==> config.mk <==
export PLATFORM = sky130hd
export DESIGN_NAME = log_hdr_mem_arbiter
export DESIGN_NICKNAME = d
export VERILOG_FILES = /design/src/rtl/log_hdr_mem_arbiter_pkg.sv /design/src/rtl/rr_grant_sel.sv /design/src/rtl/sync_fifo.sv /design/src/rtl/log_hdr_mem_arbiter.sv
export SDC_FILE = /design/constraint.sdc
export NUM_CORES = 1
export LEC_CHECK = 0
export CAP_MARGIN = 10
export CORE_AREA = 2 2 186 188
export DETAILED_ROUTE_END_ITERATION = 8
export DIE_AREA = 0 0 188 190
export MAX_ROUTING_LAYER = met4
export PLACE_DENSITY = 0.51
export SETUP_SLACK_MARGIN = 0.5
export SLEW_MARGIN = 20
export SYNTH_ARGS = -nofsm -noshare
export SYNTH_HDL_FRONTEND = slang
export SYNTH_SLANG_ARGS = --single-unit
==> constraint.sdc <==
create_clock -name clk -period 5 [get_ports clk]
set_input_delay 1.5 -clock clk [delete_from_list [all_inputs] [get_ports clk]]
set_output_delay 1.5 -clock clk [all_outputs]
set_load 0.01 [all_outputs]
==> src/rtl/log_hdr_mem_arbiter_pkg.sv <==
// Log-header record types shared by the VR log blocks, plus round-robin helpers for the header memory arbiter.
package beehive_vr_pkg;
    localparam int LOG_HDR_DEPTH_W = 8;

    typedef struct packed {
        logic [15:0] view;
        logic [31:0] op_num;
        logic [15:0] payload_len;
    } log_entry_hdr;

    localparam int LOG_ENTRY_HDR_W = $bits(log_entry_hdr);
endpackage

package log_hdr_mem_arbiter_pkg;
    // Both operands are already below n, so a single conditional subtract replaces a modulo.
    function automatic int rr_wrap(input int idx, input int n);
        return (idx >= n) ? idx - n : idx;
    endfunction
endpackage

==> src/rtl/rr_grant_sel.sv <==
// Round-robin selector: picks the first valid requester at or after ptr, wrapping around.
module rr_grant_sel
    import log_hdr_mem_arbiter_pkg::*;
#(
    parameter int N        = 3,
    parameter int CLIENT_W = $clog2(N)
) (
    input  logic [N-1:0]        valid,
    input  logic [CLIENT_W-1:0] ptr,
    output logic [N-1:0]        grant,
    output logic [CLIENT_W-1:0] idx,
    output logic                any
);
    logic [N-1:0]        rot_valid;
    logic [CLIENT_W-1:0] rot_idx [N];

    genvar gi;
    generate
        for (gi = 0; gi < N; gi++) begin : g_rot
            assign rot_idx[gi]   = CLIENT_W'(rr_wrap(int'(ptr) + gi, N));
            assign rot_valid[gi] = valid[rot_idx[gi]];
        end
    endgenerate

    always_comb begin
        idx   = '0;
        any   = 1'b0;
        grant = '0;
        // Scan from the far end so the nearest offset to ptr wins.
        for (int k = N - 1; k >= 0; k--) begin
            if (rot_valid[k]) begin
                idx = rot_idx[k];
                any = 1'b1;
            end
        end
        if (any) begin
            grant[idx] = 1'b1;
        end
    end
endmodule

==> src/rtl/sync_fifo.sv <==
// Single-clock FIFO with a combinational head read; used as the outstanding-read tag queue.
module sync_fifo #(
    parameter int WIDTH = 8,
    parameter int DEPTH = 4,
    parameter int AW    = $clog2(DEPTH)
) (
    input  logic             clk,
    input  logic             rst,
    input  logic             push,
    input  logic [WIDTH-1:0] push_data,
    input  logic             pop,
    output logic [WIDTH-1:0] pop_data,
    output logic             full,
    output logic             empty
);
    logic [WIDTH-1:0] mem_reg [DEPTH];
    logic [AW-1:0]    wr_ptr_reg, wr_ptr_next;
    logic [AW-1:0]    rd_ptr_reg, rd_ptr_next;
    logic [AW:0]      count_reg, count_next;
    logic             push_en, pop_en;

    assign full     = (count_reg == (AW + 1)'(DEPTH));
    assign empty    = (count_reg == '0);
    assign push_en  = push & ~full;
    assign pop_en   = pop & ~empty;
    assign pop_data = mem_reg[rd_ptr_reg];

    always_comb begin
        wr_ptr_next = wr_ptr_reg;
        rd_ptr_next = rd_ptr_reg;
        count_next  = count_reg;
        if (push_en) begin
            wr_ptr_next = wr_ptr_reg + 1'b1;
        end
        if (pop_en) begin
            rd_ptr_next = rd_ptr_reg + 1'b1;
        end
        if (push_en && !pop_en) begin
            count_next = count_reg + 1'b1;
        end else if (!push_en && pop_en) begin
            count_next = count_reg - 1'b1;
        end
    end

    always_ff @(posedge clk) begin
        if (rst) begin
            wr_ptr_reg <= '0;
            rd_ptr_reg <= '0;
            count_reg  <= '0;
        end else begin
            wr_ptr_reg <= wr_ptr_next;
            rd_ptr_reg <= rd_ptr_next;
            count_reg  <= count_next;
        end
    end

    // Storage carries no reset so it maps onto plain RAM.
    always_ff @(posedge clk) begin
        if (push_en) begin
            mem_reg[wr_ptr_reg] <= push_data;
        end
    end
endmodule

==> src/rtl/log_hdr_mem_arbiter.sv <==
// Shares the log header memory read/write ports between NUM_CLIENTS requesters with in-order read responses.
// Optional LOG_HDR_ARB_LOCK_EN adds cl_lock for atomic multi-access sequences; LOG_HDR_ARB_SVA enables the tagless-response check.
module log_hdr_mem_arbiter
    import beehive_vr_pkg::*;
    import log_hdr_mem_arbiter_pkg::*;
#(
    parameter int NUM_CLIENTS    = 3,
    parameter int CLIENT_W       = $clog2(NUM_CLIENTS),
    parameter int TAG_FIFO_DEPTH = 4
) (
    input  logic                                   clk,
    input  logic                                   rst,
`ifdef LOG_HDR_ARB_LOCK_EN
    input  logic [NUM_CLIENTS-1:0]                 cl_lock,
`endif
    input  logic [NUM_CLIENTS-1:0]                 cl_rd_req_val,
    input  logic [NUM_CLIENTS*LOG_HDR_DEPTH_W-1:0] cl_rd_req_addr,
    output logic [NUM_CLIENTS-1:0]                 arb_cl_rd_req_rdy,
    output logic [NUM_CLIENTS-1:0]                 arb_cl_rd_resp_val,
    output logic [LOG_ENTRY_HDR_W-1:0]             arb_cl_rd_resp_data,
    input  logic [NUM_CLIENTS-1:0]                 cl_rd_resp_rdy,
    input  logic [NUM_CLIENTS-1:0]                 cl_wr_val,
    input  logic [NUM_CLIENTS*LOG_HDR_DEPTH_W-1:0] cl_wr_addr,
    input  logic [NUM_CLIENTS*LOG_ENTRY_HDR_W-1:0] cl_wr_data,
    output logic [NUM_CLIENTS-1:0]                 arb_cl_wr_rdy,
    output logic                                   arb_mem_rd_req_val,
    output logic [LOG_HDR_DEPTH_W-1:0]             arb_mem_rd_req_addr,
    input  logic                                   mem_arb_rd_req_rdy,
    input  logic                                   mem_arb_rd_resp_val,
    input  logic [LOG_ENTRY_HDR_W-1:0]             mem_arb_rd_resp_data,
    output logic                                   arb_mem_rd_resp_rdy,
    output logic                                   arb_mem_wr_val,
    output logic [LOG_HDR_DEPTH_W-1:0]             arb_mem_wr_addr,
    output logic [LOG_ENTRY_HDR_W-1:0]             arb_mem_wr_data,
    input  logic                                   mem_arb_wr_rdy
);
    logic [LOG_HDR_DEPTH_W-1:0] rd_addr_arr  [NUM_CLIENTS];
    logic [LOG_HDR_DEPTH_W-1:0] wr_addr_arr  [NUM_CLIENTS];
    log_entry_hdr               wr_data_arr  [NUM_CLIENTS];

    logic [CLIENT_W-1:0]    rd_ptr_reg, rd_ptr_next;
    logic [CLIENT_W-1:0]    wr_ptr_reg, wr_ptr_next;
    logic [NUM_CLIENTS-1:0] lock_mask, rd_elig, wr_elig;
    logic [NUM_CLIENTS-1:0] rd_grant, wr_grant;
    logic [CLIENT_W-1:0]    rd_idx, wr_idx;
    logic                   rd_any, wr_any;
    logic [LOG_HDR_DEPTH_W-1:0] rd_addr;
    logic                   wr_hs, hazard, rd_go, rd_hs;
    logic                   tag_full, tag_empty, tag_pop, resp_hs;
    logic [CLIENT_W-1:0]    tag_head;
    logic [NUM_CLIENTS-1:0] head_onehot;

    genvar gi;
    generate
        for (gi = 0; gi < NUM_CLIENTS; gi++) begin : g_unpack
            assign rd_addr_arr[gi] = cl_rd_req_addr[gi*LOG_HDR_DEPTH_W +: LOG_HDR_DEPTH_W];
            assign wr_addr_arr[gi] = cl_wr_addr[gi*LOG_HDR_DEPTH_W +: LOG_HDR_DEPTH_W];
            assign wr_data_arr[gi] = cl_wr_data[gi*LOG_ENTRY_HDR_W +: LOG_ENTRY_HDR_W];
        end
    endgenerate

`ifdef LOG_HDR_ARB_LOCK_EN
    // The lock follows whoever last won either port; it is sampled so it drops one cycle after cl_lock does.
    logic [CLIENT_W-1:0] owner_reg, owner_next;
    logic                owner_vld_reg, owner_vld_next;
    logic                locked_reg, locked_next;

    always_comb begin
        owner_next     = owner_reg;
        owner_vld_next = owner_vld_reg;
        if (rd_hs) begin
            owner_next     = rd_idx;
            owner_vld_next = 1'b1;
        end else if (wr_hs) begin
            owner_next     = wr_idx;
            owner_vld_next = 1'b1;
        end
        locked_next = owner_vld_next & cl_lock[owner_next];
        lock_mask   = '1;
        if (locked_reg) begin
            lock_mask            = '0;
            lock_mask[owner_reg] = 1'b1;
        end
    end

    always_ff @(posedge clk) begin
        if (rst) begin
            owner_reg     <= '0;
            owner_vld_reg <= 1'b0;
            locked_reg    <= 1'b0;
        end else begin
            owner_reg     <= owner_next;
            owner_vld_reg <= owner_vld_next;
            locked_reg    <= locked_next;
        end
    end
`else
    assign lock_mask = '1;
`endif

    assign rd_elig = cl_rd_req_val & lock_mask;
    assign wr_elig = cl_wr_val & lock_mask;

    rr_grant_sel #(.N(NUM_CLIENTS), .CLIENT_W(CLIENT_W)) u_rd_sel (
        .valid (rd_elig),
        .ptr   (rd_ptr_reg),
        .grant (rd_grant),
        .idx   (rd_idx),
        .any   (rd_any)
    );

    rr_grant_sel #(.N(NUM_CLIENTS), .CLIENT_W(CLIENT_W)) u_wr_sel (
        .valid (wr_elig),
        .ptr   (wr_ptr_reg),
        .grant (wr_grant),
        .idx   (wr_idx),
        .any   (wr_any)
    );

    // Write path: writes never stall on reads.
    assign arb_mem_wr_val  = wr_any & ~rst;
    assign arb_mem_wr_addr = wr_addr_arr[wr_idx];
    assign arb_mem_wr_data = wr_data_arr[wr_idx];
    assign wr_hs           = arb_mem_wr_val & mem_arb_wr_rdy;
    assign arb_cl_wr_rdy   = wr_hs ? wr_grant : '0;

    // Read path: a same-address write in this cycle holds the read back so it observes the new data.
    assign rd_addr             = rd_addr_arr[rd_idx];
    assign hazard              = wr_hs & rd_any & (rd_addr == arb_mem_wr_addr);
    assign rd_go               = rd_any & ~tag_full & ~hazard & ~rst;
    assign rd_hs               = rd_go & mem_arb_rd_req_rdy;
    assign arb_mem_rd_req_val  = rd_go;
    assign arb_mem_rd_req_addr = rd_addr;
    assign arb_cl_rd_req_rdy   = rd_hs ? rd_grant : '0;

    // Responses: with no tag outstanding, anything returned is a leftover and gets swallowed.
    assign head_onehot         = {{(NUM_CLIENTS-1){1'b0}}, 1'b1} << tag_head;
    assign arb_cl_rd_resp_val  = (!rst && !tag_empty && mem_arb_rd_resp_val) ? head_onehot : '0;
    assign arb_cl_rd_resp_data = mem_arb_rd_resp_data;
    assign arb_mem_rd_resp_rdy = ~rst & (tag_empty | cl_rd_resp_rdy[tag_head]);
    assign resp_hs             = mem_arb_rd_resp_val & arb_mem_rd_resp_rdy;
    assign tag_pop             = resp_hs & ~tag_empty;

    sync_fifo #(.WIDTH(CLIENT_W), .DEPTH(TAG_FIFO_DEPTH)) u_tag_fifo (
        .clk       (clk),
        .rst       (rst),
        .push      (rd_hs),
        .push_data (rd_idx),
        .pop       (tag_pop),
        .pop_data  (tag_head),
        .full      (tag_full),
        .empty     (tag_empty)
    );

    always_comb begin
        rd_ptr_next = rd_ptr_reg;
        wr_ptr_next = wr_ptr_reg;
        if (rd_hs) begin
            rd_ptr_next = CLIENT_W'(rr_wrap(int'(rd_idx) + 1, NUM_CLIENTS));
        end
        if (wr_hs) begin
            wr_ptr_next = CLIENT_W'(rr_wrap(int'(wr_idx) + 1, NUM_CLIENTS));
        end
    end

    always_ff @(posedge clk) begin
        if (rst) begin
            rd_ptr_reg <= '0;
            wr_ptr_reg <= '0;
        end else begin
            rd_ptr_reg <= rd_ptr_next;
            wr_ptr_reg <= wr_ptr_next;
        end
    end

`ifdef LOG_HDR_ARB_SVA
    always_ff @(posedge clk) begin
        if (!rst) begin
            assert (!(mem_arb_rd_resp_val && tag_empty));
        end
    end
`endif
endmodule

==> flow_metrics.py <==
metrics = {
    "synthesis": {
        "yosys.cell_count.top_type": "mux2i_1",
        "netlist_area_mm2": 0.00371,
        "synth.net_count": 815,
        "synthFlopType": "dfxtp_1",
        "synth-seq-cells": 21,
        "synthTopCellsByCount": "76 x mux2i_1, 73 x nand2_1, 64 x buf_4",
        "synthTopCellsByArea": "mux2i_1 21%, buf_4 13%, nand2_1 7.4%, o21ai_0 7.3%, dfxtp_1 7.0%",
        "synth_edf_count": 8,
        "synth_area_leader_cell": "mux2i_1",
        "seq_area_frac_synth_pct": 13.5,
        "avgSynthCellArea_um2": 7.76,
        "yosysWarnings": 0,
        "synthCells": 478,
        "ys_types": 48,
        "synthArstFlopShare_pct": 0,
        "synth_top_area_share_pct": 20.5,
    },
    "power_and_ir_drop": {
        "switching_share_pct": 42.4,
        "clockPowerShare_pct": 3.0,
        "p_sw_mw": 2.44,
        "leakagePower_nw": 4.01,
        "pwr-share-comb_pct": 93.0,
        "cellPowerDensity_mw_per_mm2": 581,
        "internal-power_mw": 3.32,
        "p_seq_share_pct": 4.0,
        "vdd_ir_drop_max_mv": 0.341,
    },
    "drt": {
        "vias": 5106,
        "wl_per_cell_um": 20.9,
        "wl_um": 28200,
        "viasPerCell": 3.79,
        "ant_nets": 0,
        "first_pass_iters": 4,
        "drc": 0,
        "drtIter0Drc": 120,
    },
    "sta": {
        "fin_ws_ns": -0.297,
        "hold_viol": 0,
        "fmax_ghz": 0.189,
        "rsz0062_at_grt": "true",
        "setup_viol": 12,
        "finalCriticalPeriod_ns": 5.30,
        "slew_viol_final": 0,
        "slew_headroom_pct": 68.2,
        "clock_skew_ns": 0.00177,
        "tightest_slew_ns": 0.473,
        "post-route-period-util_pct": 106,
    },
    "critical_path": {
        "worst_setup_path_start_kind": "input pin",
        "cp_common_cell": "mux2_4",
        "crit_family": "simple AND/OR/NAND/NOR gates",
        "slowest_stage": "nor4_2",
        "path_buf_inv": 5,
        "required_ns": 3.50,
        "worstPathCellList": "buf_8 > a21oi_4 > o21ai_2 > nor3_4 > buf_12 > mux2_4 > mux2_4 > xor2_2 > nor4_2 > buf_4 > a31o_4 > inv_4 > and2_4 > buf_6",
        "cp-end-kind": "output port",
        "crit_path_max_incr_delay_ns": 0.35,
        "worstPathArrival_ns": 3.80,
        "crit_type": "in -> out",
        "cp_max_fo": 6,
    },
    "place": {
        "hpwl_um": 20100,
        "pre_cts_ws_ns": -1.14,
        "dpl.cell_count": 1245,
        "dpl_cell_area_mm2": 0.00768,
        "globalplace.congestion": 0.861,
        "port_buffers": 345,
    },
    "grt": {
        "antenna_found_initial": 3,
        "grt_pass1_vias": 5292,
        "grt_pass1_wl_um": 37800,
        "grt-ovfl-total": 0,
        "grt_use_total_pct": 15.2,
        "grt_max_degree": 26,
    },
    "finish": {
        "largest_reg_flops": 8,
        "layoutNonFillerInstCount": 1348,
        "area_growth_pct": 168,
        "drive_gt1_share_pct": 47.4,
        "final_cell_area_mm2": 0.00992,
        "final_util_pct": 29.2,
        "nNetsFinal": 1229,
    },
    "cts": {
        "tritoncts": "done",
        "htreeDepth": 1,
        "ctsHoldBuffers": 0,
        "clk_path_buf_depth": 2,
        "root_buffer": "clkbuf_16",
        "insertion_delay_ns": 0.26,
        "numClockSinks": 21,
        "cts_made_buffers": 3,
        "clk_pin_slew_ns": 0.06,
    },
    "floorplanning": {
        "die_w_um": 188,
        "dieArea_mm2": 0.0357,
        "fp.dieH_um": 190,
        "coreArea_mm2": 0.0339,
        "ios": 474,
        "initial_core_util_pct": 10.9,
        "placementRows": 68,
    },
    "job": {
        "cap_violations": 0,
    },
    "min_path": {
        "worstHoldPathType": "reg -> reg",
    },
    "outcome": {
        "violations": "setup timing",
        "status": "complete, but fails checks",
    },
}
-- cells in the final DEF, fill, tap and decap left out, types with 4 or more instances in the layout --
| cell type | netlist | final |
|---|---|---|
| o2bb2ai_2 | 0 | 5 |
| clkdlybuf4s50_1 | 0 | 247 |
| xor2_1 | 10 | 5 |
| nand2_2 | 0 | 26 |
| buf_4 | 64 | 59 |
| ha_4 | 0 | 4 |
| o21ai_2 | 2 | 31 |
| buf_6 | 1 | 62 |
| xor2_2 | 0 | 5 |
| buf_8 | 0 | 16 |
| a21oi_1 | 8 | 4 |
| dlygate4sd2_1 | 0 | 5 |
| o21ai_1 | 15 | 33 |
| o21ai_4 | 0 | 4 |
| mux2i_2 | 0 | 16 |
| mux2i_1 | 76 | 42 |
| nand2_1 | 73 | 40 |
| buf_12 | 0 | 26 |
| buf_16 | 0 | 13 |
| inv_1 | 12 | 11 |
| and2_1 | 10 | 7 |
| mux2_4 | 3 | 17 |
| nor2_1 | 14 | 13 |
| ha_1 | 18 | 14 |
| nand2_4 | 0 | 7 |
| edfxtp_1 | 8 | 8 |
| buf_2 | 6 | 64 |
| mux2i_4 | 0 | 18 |
| clkbuf_16 | 0 | 4 |
| dfxtp_1 | 13 | 13 |
-- what timing repair did --
item                                    in CTS  in global routing
pin swaps                                   54                 22
cloned                                      12                  1
endpoints found under the setup margin      95                 90
resized for setup                          631                110
buffers inserted                            66                 18
-- metal layers --
layer	routed length [µm]	vias to the layer above	track usage, %
met2	14300	280	26.1
met5	0	-	-
li1	-	2429	-
met3	2300	18	4.69
met4	349	0	2.60
met1	11300	2379	17.5
-- worst paths after layout --
| check | slack [ns] | from | to | cells after the start |
|---|---|---|---|---|
| setup / recovery | -0.30 | cl_rd_req_val[2] | arb_cl_rd_req_rdy[0] | 14 |
| hold / removal | 0.52 | u_tag_fifo.wr_ptr_reg[0]$_SDFFE_PP0P_ | u_tag_fifo.wr_ptr_reg[0]$_SDFFE_PP0P_ | 1 |
| setup reg to reg | 0.80 | rd_ptr_reg[0]$_SDFFE_PP0P_ | u_tag_fifo.count_reg[2]$_SDFFE_PP0P_ | 21 |
| hold reg to reg | 0.52 | u_tag_fifo.wr_ptr_reg[0]$_SDFFE_PP0P_ | u_tag_fifo.wr_ptr_reg[0]$_SDFFE_PP0P_ | 1 |
-- power by group through the flow --
stage               Sequential, mW  Clock, mW  Combinational, mW
floorplan                    0.228          0               1.54
global placement             0.232          0               3.25
detailed placement           0.233          0               3.24
CTS                          0.230      0.173               4.86
global route                 0.234      0.183               5.67
finish                       0.231      0.170               5.36
-- cell families (layout without fill, tap and decap cells) --
| family | after synthesis | after routing | synth area share [%] |
|---|---|---|---|
| AND/OR/NAND/NOR | 121 | 121 | 15.3 |
| buffers and inverters | 106 | 519 | 17.6 |
| AO/OA/AOI/OAI | 100 | 100 | 15.8 |
| multiplexers | 98 | 98 | 28.1 |
| flip-flops | 21 | 21 | 13.5 |
| adder cells (fa/ha/maj) | 20 | 20 | 6.89 |
| XOR/XNOR | 12 | 12 | 2.83 |
| other | 0 | 2 | 0 |
-- area by class of cell --
class,instances,area [µm²]
fillers,3552,24000
repair buffers,499,5230
multi-input cells,351,3460
well taps,455,569
flip-flops and latches,21,500
clock buffers,3,75.1
inverters,16,72.6
clock inverters,1,5.00
diodes,2,5.00
-- through the flow --
step                TNS (ns)  hold WS, ns  power, mW
finish                 -1.36        0.518       5.76
global route           -3.07        0.558       6.09
global placement      -48.07        0.494       3.48
floorplan             -0.459        0.469       1.76
CTS                    -1.32        0.520       5.27
detailed placement    -49.26        0.506       3.47
No activity file was read; power rests on OpenSTA's default activity.
